<file path="src/rtl/swd_host.sv">
// SWD host engine: serialises one DP/AP request (or a line reset) onto the
// SWDCLK/SWDOUT/SWDOUTEN/SWDIN pins of an external bidirectional buffer.
module swd_host #(
    parameter int CLK_DIV   = 4,
    parameter int IDLE_BITS = 2
) (
    input  logic        hclk,
    input  logic        RESET,
    // req_valid/line_reset are taken only in a cycle where req_ready=1; rsp_valid
    // is a one-cycle pulse with no back-pressure, and rsp_* hold until the next pulse.
    input  logic        req_valid,
    output logic        req_ready,
    input  logic        req_apndp,
    input  logic        req_rnw,
    input  logic [1:0]  req_addr,
    input  logic [31:0] req_wdata,
    input  logic        line_reset,
    output logic        rsp_valid,
    output logic [2:0]  rsp_ack,
    output logic [31:0] rsp_rdata,
    output logic        rsp_perr,
    output logic        SWDCLK,
    output logic        SWDOUT,
    output logic        SWDOUTEN,
    input  logic        SWDIN,
    output logic [3:0]  o_state
);

    typedef enum logic [3:0] {
        IDLE, LRST, REQ, TRN1, ACK, RDATA, TRN2, WDATA, TAIL
    } state_t;

    localparam logic [7:0] DIV_LAST  = 8'(CLK_DIV - 1);
    localparam logic [5:0] TAIL_LAST = 6'(IDLE_BITS - 1);
    localparam state_t     POST_DATA = (IDLE_BITS == 0) ? IDLE : TAIL;

    state_t      r_state;
    state_t      w_state_nxt;
    logic [7:0]  r_div;
    logic        r_phase;
    logic [5:0]  r_bitcnt;
    logic        r_apndp;
    logic        r_rnw;
    logic [1:0]  r_addr;
    logic [31:0] r_wdata;
    logic [2:0]  r_ack;
    logic [31:0] r_rd_sh;
    logic        r_rd_par;
    logic        r_rsp_valid;
    logic [2:0]  r_rsp_ack;
    logic [31:0] r_rsp_rdata;
    logic        r_rsp_perr;

    logic        w_bit_end;
    logic        w_sample;
    logic        w_last;
    logic        w_req_par;
    logic [7:0]  w_req_byte;
    logic [2:0]  w_ack_now;
    logic        w_swdout;
    logic        w_swdouten;

    // Phase 0 is the SWDCLK-low half, phase 1 the high half.
    assign w_bit_end  = r_phase && (r_div == DIV_LAST);
    assign w_sample   = r_phase && (r_div == 8'd0);
    assign w_req_par  = r_apndp ^ r_rnw ^ r_addr[0] ^ r_addr[1];
    assign w_req_byte = {1'b1, 1'b0, w_req_par, r_addr[1], r_addr[0], r_rnw, r_apndp, 1'b1};
    // With CLK_DIV=1 the last ACK bit is sampled on the same edge that ends it.
    assign w_ack_now  = (w_sample && r_state == ACK) ? {SWDIN, r_ack[2:1]} : r_ack;

    always_comb begin
        w_state_nxt = r_state;
        w_last      = 1'b0;
        w_swdout    = 1'b1;
        w_swdouten  = 1'b0;
        case (r_state)
            IDLE: begin
                if (line_reset)     w_state_nxt = LRST;
                else if (req_valid) w_state_nxt = REQ;
            end
            LRST: begin
                w_swdouten = 1'b1;
                w_swdout   = (r_bitcnt < 6'd56);
                w_last     = (r_bitcnt == 6'd63);
                if (w_bit_end && w_last) w_state_nxt = IDLE;
            end
            REQ: begin
                w_swdouten = 1'b1;
                w_swdout   = w_req_byte[r_bitcnt[2:0]];
                w_last     = (r_bitcnt == 6'd7);
                if (w_bit_end && w_last) w_state_nxt = TRN1;
            end
            TRN1: begin
                w_last = 1'b1;
                if (w_bit_end) w_state_nxt = ACK;
            end
            ACK: begin
                w_last = (r_bitcnt == 6'd2);
                if (w_bit_end && w_last)
                    w_state_nxt = (w_ack_now == 3'b001 && r_rnw) ? RDATA : TRN2;
            end
            RDATA: begin
                w_last = (r_bitcnt == 6'd32);
                if (w_bit_end && w_last) w_state_nxt = TRN2;
            end
            TRN2: begin
                w_last = 1'b1;
                if (w_bit_end)
                    w_state_nxt = (r_ack == 3'b001 && !r_rnw) ? WDATA : POST_DATA;
            end
            WDATA: begin
                w_swdouten = 1'b1;
                w_swdout   = (r_bitcnt == 6'd32) ? ^r_wdata : r_wdata[r_bitcnt[4:0]];
                w_last     = (r_bitcnt == 6'd32);
                if (w_bit_end && w_last) w_state_nxt = POST_DATA;
            end
            TAIL: begin
                w_swdouten = 1'b1;
                w_swdout   = 1'b0;
                w_last     = (r_bitcnt == TAIL_LAST);
                if (w_bit_end && w_last) w_state_nxt = IDLE;
            end
            default: w_state_nxt = IDLE;
        endcase
    end

    always_ff @(posedge hclk) begin
        if (RESET) begin
            r_state     <= IDLE;
            r_div       <= 8'd0;
            r_phase     <= 1'b0;
            r_bitcnt    <= 6'd0;
            r_apndp     <= 1'b0;
            r_rnw       <= 1'b0;
            r_addr      <= 2'd0;
            r_wdata     <= 32'd0;
            r_ack       <= 3'd0;
            r_rd_sh     <= 32'd0;
            r_rd_par    <= 1'b0;
            r_rsp_valid <= 1'b0;
            r_rsp_ack   <= 3'd0;
            r_rsp_rdata <= 32'd0;
            r_rsp_perr  <= 1'b0;
        end else begin
            r_state     <= w_state_nxt;
            r_rsp_valid <= 1'b0;
            if (r_state == IDLE) begin
                r_div    <= 8'd0;
                r_phase  <= 1'b0;
                r_bitcnt <= 6'd0;
                if (req_valid && !line_reset) begin
                    r_apndp <= req_apndp;
                    r_rnw   <= req_rnw;
                    r_addr  <= req_addr;
                    r_wdata <= req_wdata;
                end
            end else begin
                if (r_div == DIV_LAST) begin
                    r_div   <= 8'd0;
                    r_phase <= ~r_phase;
                end else begin
                    r_div <= r_div + 8'd1;
                end
                if (w_sample) begin
                    if (r_state == ACK)
                        r_ack <= {SWDIN, r_ack[2:1]};
                    else if (r_state == RDATA) begin
                        if (r_bitcnt == 6'd32) r_rd_par <= SWDIN;
                        else                   r_rd_sh  <= {SWDIN, r_rd_sh[31:1]};
                    end
                end
                if (w_bit_end)
                    r_bitcnt <= (w_state_nxt != r_state) ? 6'd0 : r_bitcnt + 6'd1;
                if (w_state_nxt == IDLE) begin
                    r_rsp_valid <= 1'b1;
                    if (r_state == LRST) begin
                        r_rsp_ack  <= 3'b000;
                        r_rsp_perr <= 1'b0;
                    end else begin
                        r_rsp_ack <= r_ack;
                        if (r_ack == 3'b001 && r_rnw) begin
                            r_rsp_rdata <= r_rd_sh;
                            r_rsp_perr  <= (^r_rd_sh) != r_rd_par;
                        end else begin
                            r_rsp_perr <= 1'b0;
                        end
                    end
                end
            end
        end
    end

    assign req_ready = (r_state == IDLE) && !RESET;
    assign rsp_valid = r_rsp_valid;
    assign rsp_ack   = r_rsp_ack;
    assign rsp_rdata = r_rsp_rdata;
    assign rsp_perr  = r_rsp_perr;
    assign SWDCLK    = r_phase;
    assign SWDOUT    = w_swdout;
    assign SWDOUTEN  = w_swdouten;
    assign o_state   = r_state;

endmodule

</file>
<file path="config.mk">
export PLATFORM = sky130hd
export DESIGN_NAME = swd_host
export DESIGN_NICKNAME = d
export VERILOG_FILES = /design/src/rtl/swd_host.sv
export SDC_FILE = /design/constraint.sdc
export NUM_CORES = 1
export LEC_CHECK = 0
export BUFFER_PORTS_ARGS = -buffer_cell sky130_fd_sc_hd__buf_4
export CORE_MARGIN = 10
export CORE_UTILIZATION = 62
export DETAILED_ROUTE_END_ITERATION = 16
export PLACE_DENSITY = 0.85
export SLEW_MARGIN = 20
export SYNTH_ARGS = -nofsm -noshare
export SYNTH_HDL_FRONTEND = slang
export SYNTH_SLANG_ARGS = --single-unit
</file>
<file path="constraint.sdc">
create_clock -name hclk -period 10.7 [get_ports hclk]
set_clock_uncertainty 0.15 [all_clocks]
set_input_delay 0 -clock hclk [delete_from_list [all_inputs] [get_ports hclk]]
set_output_delay 0 -clock hclk [all_outputs]
set_load 0.01 [all_outputs]
</file>
* Word-level counts from Yosys, hierarchy flattened *
Index checks and enable logic that the tools add are counted.

cells by class
  reduce and logical (&&, ||, !) cells = 30
  bitwise operators = 8
  add/subtract/negate cells = 2
  mux-type cells = 26
  eq/ne operators = 18
  magnitude comparators = 3

operator list
  operator             count
  $reduce_xor 32->1    2
  $mux 4               11
  $pmux 4 s9           1
  $eq 4x3->1 const B   4
  $logic_and 1x1->1    13
  $eq 6x6->1 const B   2
  $reduce_and 5->1     2
  $add 8x1->8 const B  1
  $eq 4x2->1 const B   2
  $eq 8x2->1 const B   1
  $logic_not 4->1      2
  $logic_not 8->1      1
  $mux 1               7
  $add 6x1->6 const B  1
  $eq 3x1->1 const B   2
  $eq 6x1->1 const B   1
  $eq 6x2->1 const B   1
  $eq 6x3->1 const B   1
  $lt 5x6->1 const B   1
  $lt 6x6->1 const B   1
  $mux 3               2
  $mux 6               1
  $bmux 1 s5           1
  $not 1->1            5
  16 further kinds     21

storage, ports and cells
  register bits = 128
  input bits = 41
  word-level logic and storage cells = 102

* Longest topological paths before layout *
  word-level depth = 11
  mapped depth = 13
  mapped depth without buffers = 9

* Worst setup path before layout *
Ideal clock, no wire load.

  path kind = reg-to-reg
  from = register r_bitcnt[0]
  to = register r_rsp_rdata[7], in the netlist rsp_rdata[7]
  arrival time = 3196 ps
  slack = 7222 ps
  clock period less this slack = 3478 ps
  setup time = 132 ps
  cell stages (with the launch flop) = 14
  cells stage by stage = dfxtp_1 clkbuf_1 clkbuf_1 inv_1 ha_1 nand2_1 nor4_4 and3_1 or4_4 or4_4 buf_6 buf_6 o21ai_1 a21oi_1

on the way
  word-level cells in the longest chain between the ends = 6
  elaborated cells on any way between the ends = 19
  those cells by class = eq/ne (5); mux (7); reduce/logical (7)

ends and longest elaborated chain
  element                                   line  source
  start, declared                           41    logic [5:0] r_bitcnt;
  start signal, assigned                    173   r_bitcnt <= (w_state_nxt != r_state) ? 6'd0 : r_bitcnt + 6'd1;
  $eq 6x1->1, or another cell as far along  120   w_last = (r_bitcnt == TAIL_LAST);
  $logic_and 1x1->1 (on tied branches)      -
  $mux 4, or another cell as far along      121   if (w_bit_end && w_last) w_state_nxt = IDLE;
  $pmux 4 s9 *                              76    case (r_state)
  $logic_not 4->1 *                         174   if (w_state_nxt == IDLE) begin
  $reduce_and 4->1 (no line) *              -
  end signal, assigned                      182   r_rsp_rdata <= r_rd_sh;
  end, declared                             51    logic [31:0] r_rsp_rdata;

Mark *: on every way between the ends. The rest lies on a longest branch, timed or not.
A chain may end at the register's enable or synchronous reset.

* Final worst setup path *
  from = register r_bitcnt[0]
  to = register r_rsp_rdata[8], in the netlist rsp_rdata[8]

The elaborated chain is that of the path after synthesis.

==> impl_results.html <==
<table>
<tr><th>Metric</th><th>Value</th></tr>
<tr><th colspan="2">Synth</th></tr>
<tr><td>Share of synthesized area spent on multiplexers</td><td>4.82%</td></tr>
<tr><td>Mapped cell area</td><td>6130 µm²</td></tr>
<tr><td>Synthesized instance count</td><td>743</td></tr>
<tr><td>Dominant cells by area after synthesis</td><td>sky130_fd_sc_hd__dfxtp_1 (42%), sky130_fd_sc_hd__nand2_1 (9.6%), sky130_fd_sc_hd__a21oi_1 (8.7%)</td></tr>
<tr><td>Cell type with the highest aggregate area in the netlist</td><td>sky130_fd_sc_hd__dfxtp_1</td></tr>
<tr><td>Share of the synthesized area in the top cell type</td><td>41.8%</td></tr>
<tr><td>Main combinational cell family by area after synthesis</td><td>simple AND/OR/NAND/NOR gates</td></tr>
<tr><td>Synth Area in Compound Gates</td><td>14.7%</td></tr>
<tr><td>Post-synth ARST share</td><td>0%</td></tr>
<tr><td>Count of distinct cell types in the synthesized netlist</td><td>53</td></tr>
<tr><td>Total number of yosys warnings</td><td>0</td></tr>
<tr><td>Part of the Yosys area used for sequential elements</td><td>41.8%</td></tr>
<tr><td>Synth Register Bits</td><td>128</td></tr>
<tr><td>Net Count, Synth</td><td>790</td></tr>
<tr><td>Synth Area in Adders</td><td>1.23%</td></tr>
<tr><td>XOR/XNOR Fraction of Synth Area</td><td>11.1%</td></tr>
<tr><td>Share of synthesized cell area in and, or, nand and nor gates</td><td>22.3%</td></tr>
<tr><td>Mean post-synth cell area</td><td>8.25 µm²</td></tr>
<tr><td>Number of flops mapped to enable cells by yosys</td><td>0</td></tr>
<tr><td>Post-synth top flop</td><td>sky130_fd_sc_hd__dfxtp_1</td></tr>
<tr><th colspan="2">Finish</th></tr>
<tr><td>Most common library cell in the layout ignoring fill and taps</td><td>sky130_fd_sc_hd__nand2_1</td></tr>
<tr><td>Final-stage net count</td><td>956</td></tr>
<tr><td>Area Overhead vs Synth</td><td>37.3%</td></tr>
<tr><td>Number of filler instances in the final layout</td><td>394</td></tr>
<tr><td>Non-filler cells, final</td><td>1056</td></tr>
<tr><td>Layout cell share with drive strength beyond 1</td><td>15.6%</td></tr>
<tr><td>Highest-count cells in the layout ignoring fill and taps</td><td>sky130_fd_sc_hd__nand2_1 (155), sky130_fd_sc_hd__dfxtp_1 (128), sky130_fd_sc_hd__dlygate4sd3_1 (111)</td></tr>
<tr><th colspan="2">Critical path</th></tr>
<tr><td>Signal arrival time at the worst endpoint</td><td>4180 ps</td></tr>
<tr><td>CP Max Fanout</td><td>38</td></tr>
<tr><td>Worst path required time</td><td>10940 ps</td></tr>
<tr><td>Critical Path Source Type</td><td>flip-flop</td></tr>
<tr><td>Type of destination of the critical path</td><td>flip-flop</td></tr>
<tr><td>WS Path Type</td><td>reg2reg</td></tr>
<tr><th colspan="2">Timing</th></tr>
<tr><td>Slew @ Worst Pin</td><td>857 ps</td></tr>
<tr><td>Final critical-path share of the clock period</td><td>36.8%</td></tr>
<tr><td>Minimum period implied by the final worst setup slack</td><td>3940 ps</td></tr>
<tr><td>Unrepaired setup endpoints after global routing</td><td>false</td></tr>
<tr><td>Total Negative Setup Slacks</td><td>0 ps</td></tr>
<tr><td>Achievable clock frequency</td><td>0.254 GHz</td></tr>
<tr><td>Slew Limit Fails</td><td>0</td></tr>
<tr><td>Hold Violations, Final</td><td>0</td></tr>
<tr><td>Setup violations, final</td><td>0</td></tr>
<tr><td>Max-slew headroom</td><td>42.8%</td></tr>
<tr><th colspan="2">Global route</th></tr>
<tr><td>Vias in the first global route</td><td>6891</td></tr>
<tr><td>Maximum number of pins on one net before global-route repair</td><td>71</td></tr>
<tr><td>Wire length of the first global-routing pass</td><td>39.4 mm</td></tr>
<tr><td>Global-route met3 utilization</td><td>11.1%</td></tr>
<tr><td>Number of antenna violations at the first check in global routing</td><td>1</td></tr>
<tr><td>Most used routing layer in global routing</td><td>met2</td></tr>
<tr><td>Met2 usage in global routing</td><td>55.6%</td></tr>
<tr><td>Global route total overflow</td><td>0</td></tr>
<tr><td>Routing usage on met1</td><td>38.6%</td></tr>
<tr><td>Global-route usage over all layers</td><td>34.7%</td></tr>
<tr><th colspan="2">Min path</th></tr>
<tr><td>Path class of the lowest-slack min-delay path</td><td>in2reg</td></tr>
<tr><th colspan="2">Drt</th></tr>
<tr><td>1st-pass router iterations</td><td>7</td></tr>
<tr><td>Post-detailed-route via-to-cell ratio</td><td>6.66</td></tr>
<tr><td>Total Routed Length</td><td>25.2 mm</td></tr>
<tr><td>Post-detailed-route wirelength per cell</td><td>23.9 µm</td></tr>
<tr><td>DRC violation count after routing</td><td>0</td></tr>
<tr><td>Remaining antenna violation count</td><td>0</td></tr>
<tr><td>Vias</td><td>7035</td></tr>
<tr><td>Drt initial violations</td><td>1415</td></tr>
<tr><th colspan="2">Placement</th></tr>
<tr><td>DP HPWL</td><td>10.1 mm</td></tr>
<tr><td>Last weighted congestion value of the routability-driven placer</td><td>0.907</td></tr>
<tr><td>Count of buffers from port buffering</td><td>85</td></tr>
<tr><td>Number of cells in the design after placement</td><td>912</td></tr>
<tr><th colspan="2">Floorplan</th></tr>
<tr><td>Num rows</td><td>36</td></tr>
<tr><td>Initial standard-cell utilization of the core</td><td>63.3%</td></tr>
<tr><td>Placeable core region</td><td>9680 µm²</td></tr>
<tr><td>Die outline area</td><td>14300 µm²</td></tr>
<tr><td>Die Wd</td><td>119 µm</td></tr>
<tr><td>Die height</td><td>119 µm</td></tr>
<tr><td>Count of pins on the block boundary</td><td>86</td></tr>
<tr><th colspan="2">CTS</th></tr>
<tr><td>Clock sink count</td><td>128</td></tr>
<tr><td>Number of H-tree levels</td><td>4</td></tr>
<tr><td>TritonCTS clock tree</td><td>done</td></tr>
<tr><td>Clock latency on the worst-skew pair</td><td>540 ps</td></tr>
<tr><td>CTS buffer count</td><td>17</td></tr>
<tr><td>Root buf cell</td><td>sky130_fd_sc_hd__clkbuf_8</td></tr>
<tr><td>Clock-pin slew on the worst setup and hold paths</td><td>70 ps</td></tr>
<tr><td>Post-CTS setup buffers</td><td>0</td></tr>
<tr><td>Buffer levels on the longest clock path</td><td>2</td></tr>
<tr><th colspan="2">Pwr</th></tr>
<tr><td>Leakage power summed over all cells</td><td>0.00309 µW</td></tr>
<tr><td>Worst IR Drop VDD</td><td>0.115 mV</td></tr>
<tr><td>Power density over cell area</td><td>143 nW/µm²</td></tr>
<tr><td>Power after layout</td><td>1200 µW</td></tr>
<tr><th colspan="2">Status</th></tr>
<tr><td>Outcome</td><td>completed</td></tr>
<tr><th colspan="2">Job</th></tr>
<tr><td>Max capacitance violation total</td><td>0</td></tr>
</table>
-- cell type report --
class | count | area (µm²) | area share, %
diodes | 1 | 2.50 | 0.0297
clock buffers | 22 | 453 | 5.38
clock inverters | 10 | 86.3 | 1.03
inverters | 5 | 18.8 | 0.223
multi-input cells | 556 | 3340 | 39.7
flip-flops and latches | 128 | 2560 | 30.5
well taps | 133 | 166 | 1.98
repair buffers | 201 | 1790 | 21.2
-- Yosys cell counts, drive strengths merged, types with 2 or more instances --
cell type and number:
mux2i 7, ha 6, and2 2, clkbuf 45, or2 2, nand3b 2
nor2b 4, xnor2 61, buf 9, mux4 10, o211ai 2, a21oi 107
nand4b 2, o21ai 35, o21bai 2, nand3 52, nor4b 2, nor3 9
nor2 31, nand2 156, or3 2, and3 6, a31oi 4, inv 5
nand4 3, o22ai 2, or4 4, a22oi 3, xor2 14, dfxtp 128
a21o 2, nand2b 2, nor4 6, or4bb 3
-- worst max-delay path: stages, from the launching register on --
cell                      delay (ps)
sky130_fd_sc_hd__dfxtp_1         880
sky130_fd_sc_hd__inv_1           300
sky130_fd_sc_hd__ha_1            310
sky130_fd_sc_hd__nand2_1         190
sky130_fd_sc_hd__nor4_4           80
sky130_fd_sc_hd__and3_1          180
sky130_fd_sc_hd__or4_4           450
sky130_fd_sc_hd__or4_4           780
sky130_fd_sc_hd__o21ai_1         300
sky130_fd_sc_hd__a21oi_1         130
-- layer usage --
layer	up-vias	part of all wire, %
met5	-	0
met4	0	8.7
met3	231	13
met2	743	45
met1	3177	33
li1	2884	-
-- final timing paths --
check / from / end / slack, ps / depth (start not counted)
worst max-delay path: r_bitcnt[0]$_SDFFE_PP0P_ / rsp_rdata[8]$_SDFFE_PP0P_ / 6760 / 9
worst max register to register: r_bitcnt[0]$_SDFFE_PP0P_ / rsp_rdata[8]$_SDFFE_PP0P_ / 6760 / 9
worst min register to register: rsp_rdata[15]$_SDFFE_PP0P_ / rsp_rdata[15]$_SDFFE_PP0P_ / 330 / 2
worst min-delay path: SWDIN / r_rd_par$_SDFFE_PP0P_ / 170 / 4
-- sequential cells by signal, summed over array words and instances (netlist names), 3 cells and up --
signal,flops
r_rd_sh,32
r_wdata,32
rsp_rdata,32
r_div,8
r_bitcnt,6
o_state,4
r_ack,3
rsp_ack,3
-- per-stage QoR --
step	area (µm²)	setup slack (ps)	hold slack (ps)	utilization [%]
6_report	8410	6760	171	86.9
5_1_grt	8410	6620	181	86.9
4_1_cts	8400	7010	183	86.7
3_5_place_dp	6750	7060	105	69.7
3_3_place_gp	6750	7210	96.2	69.7
2_1_floorplan	6130	7220	-14.0	-
-- report_power, final --
part | internal [µW] | switching [µW] | leakage (µW)
combinational | 70.5 | 75.4 | 0.00179
clock | 319 | 235 | 0.000261
sequential | 485 | 14.6 | 0.00103
-- repair_timing --
action,CTS,global route
hold endpoints to repair,48,0
endpoints found under the setup margin,0,0
hold buffers,111,0
gates resized for setup,0,0
-- kinds of logic after synthesis --
group / count (synthesis)
AOI/OAI and AO/OA: 165
DFF: 128
adders and majority gates: 6
muxes: 17
xor gates and xnor gates: 76
and+or+nand+nor: 292
buffers and inverters: 59
Power figures use the tool's default switching activity.
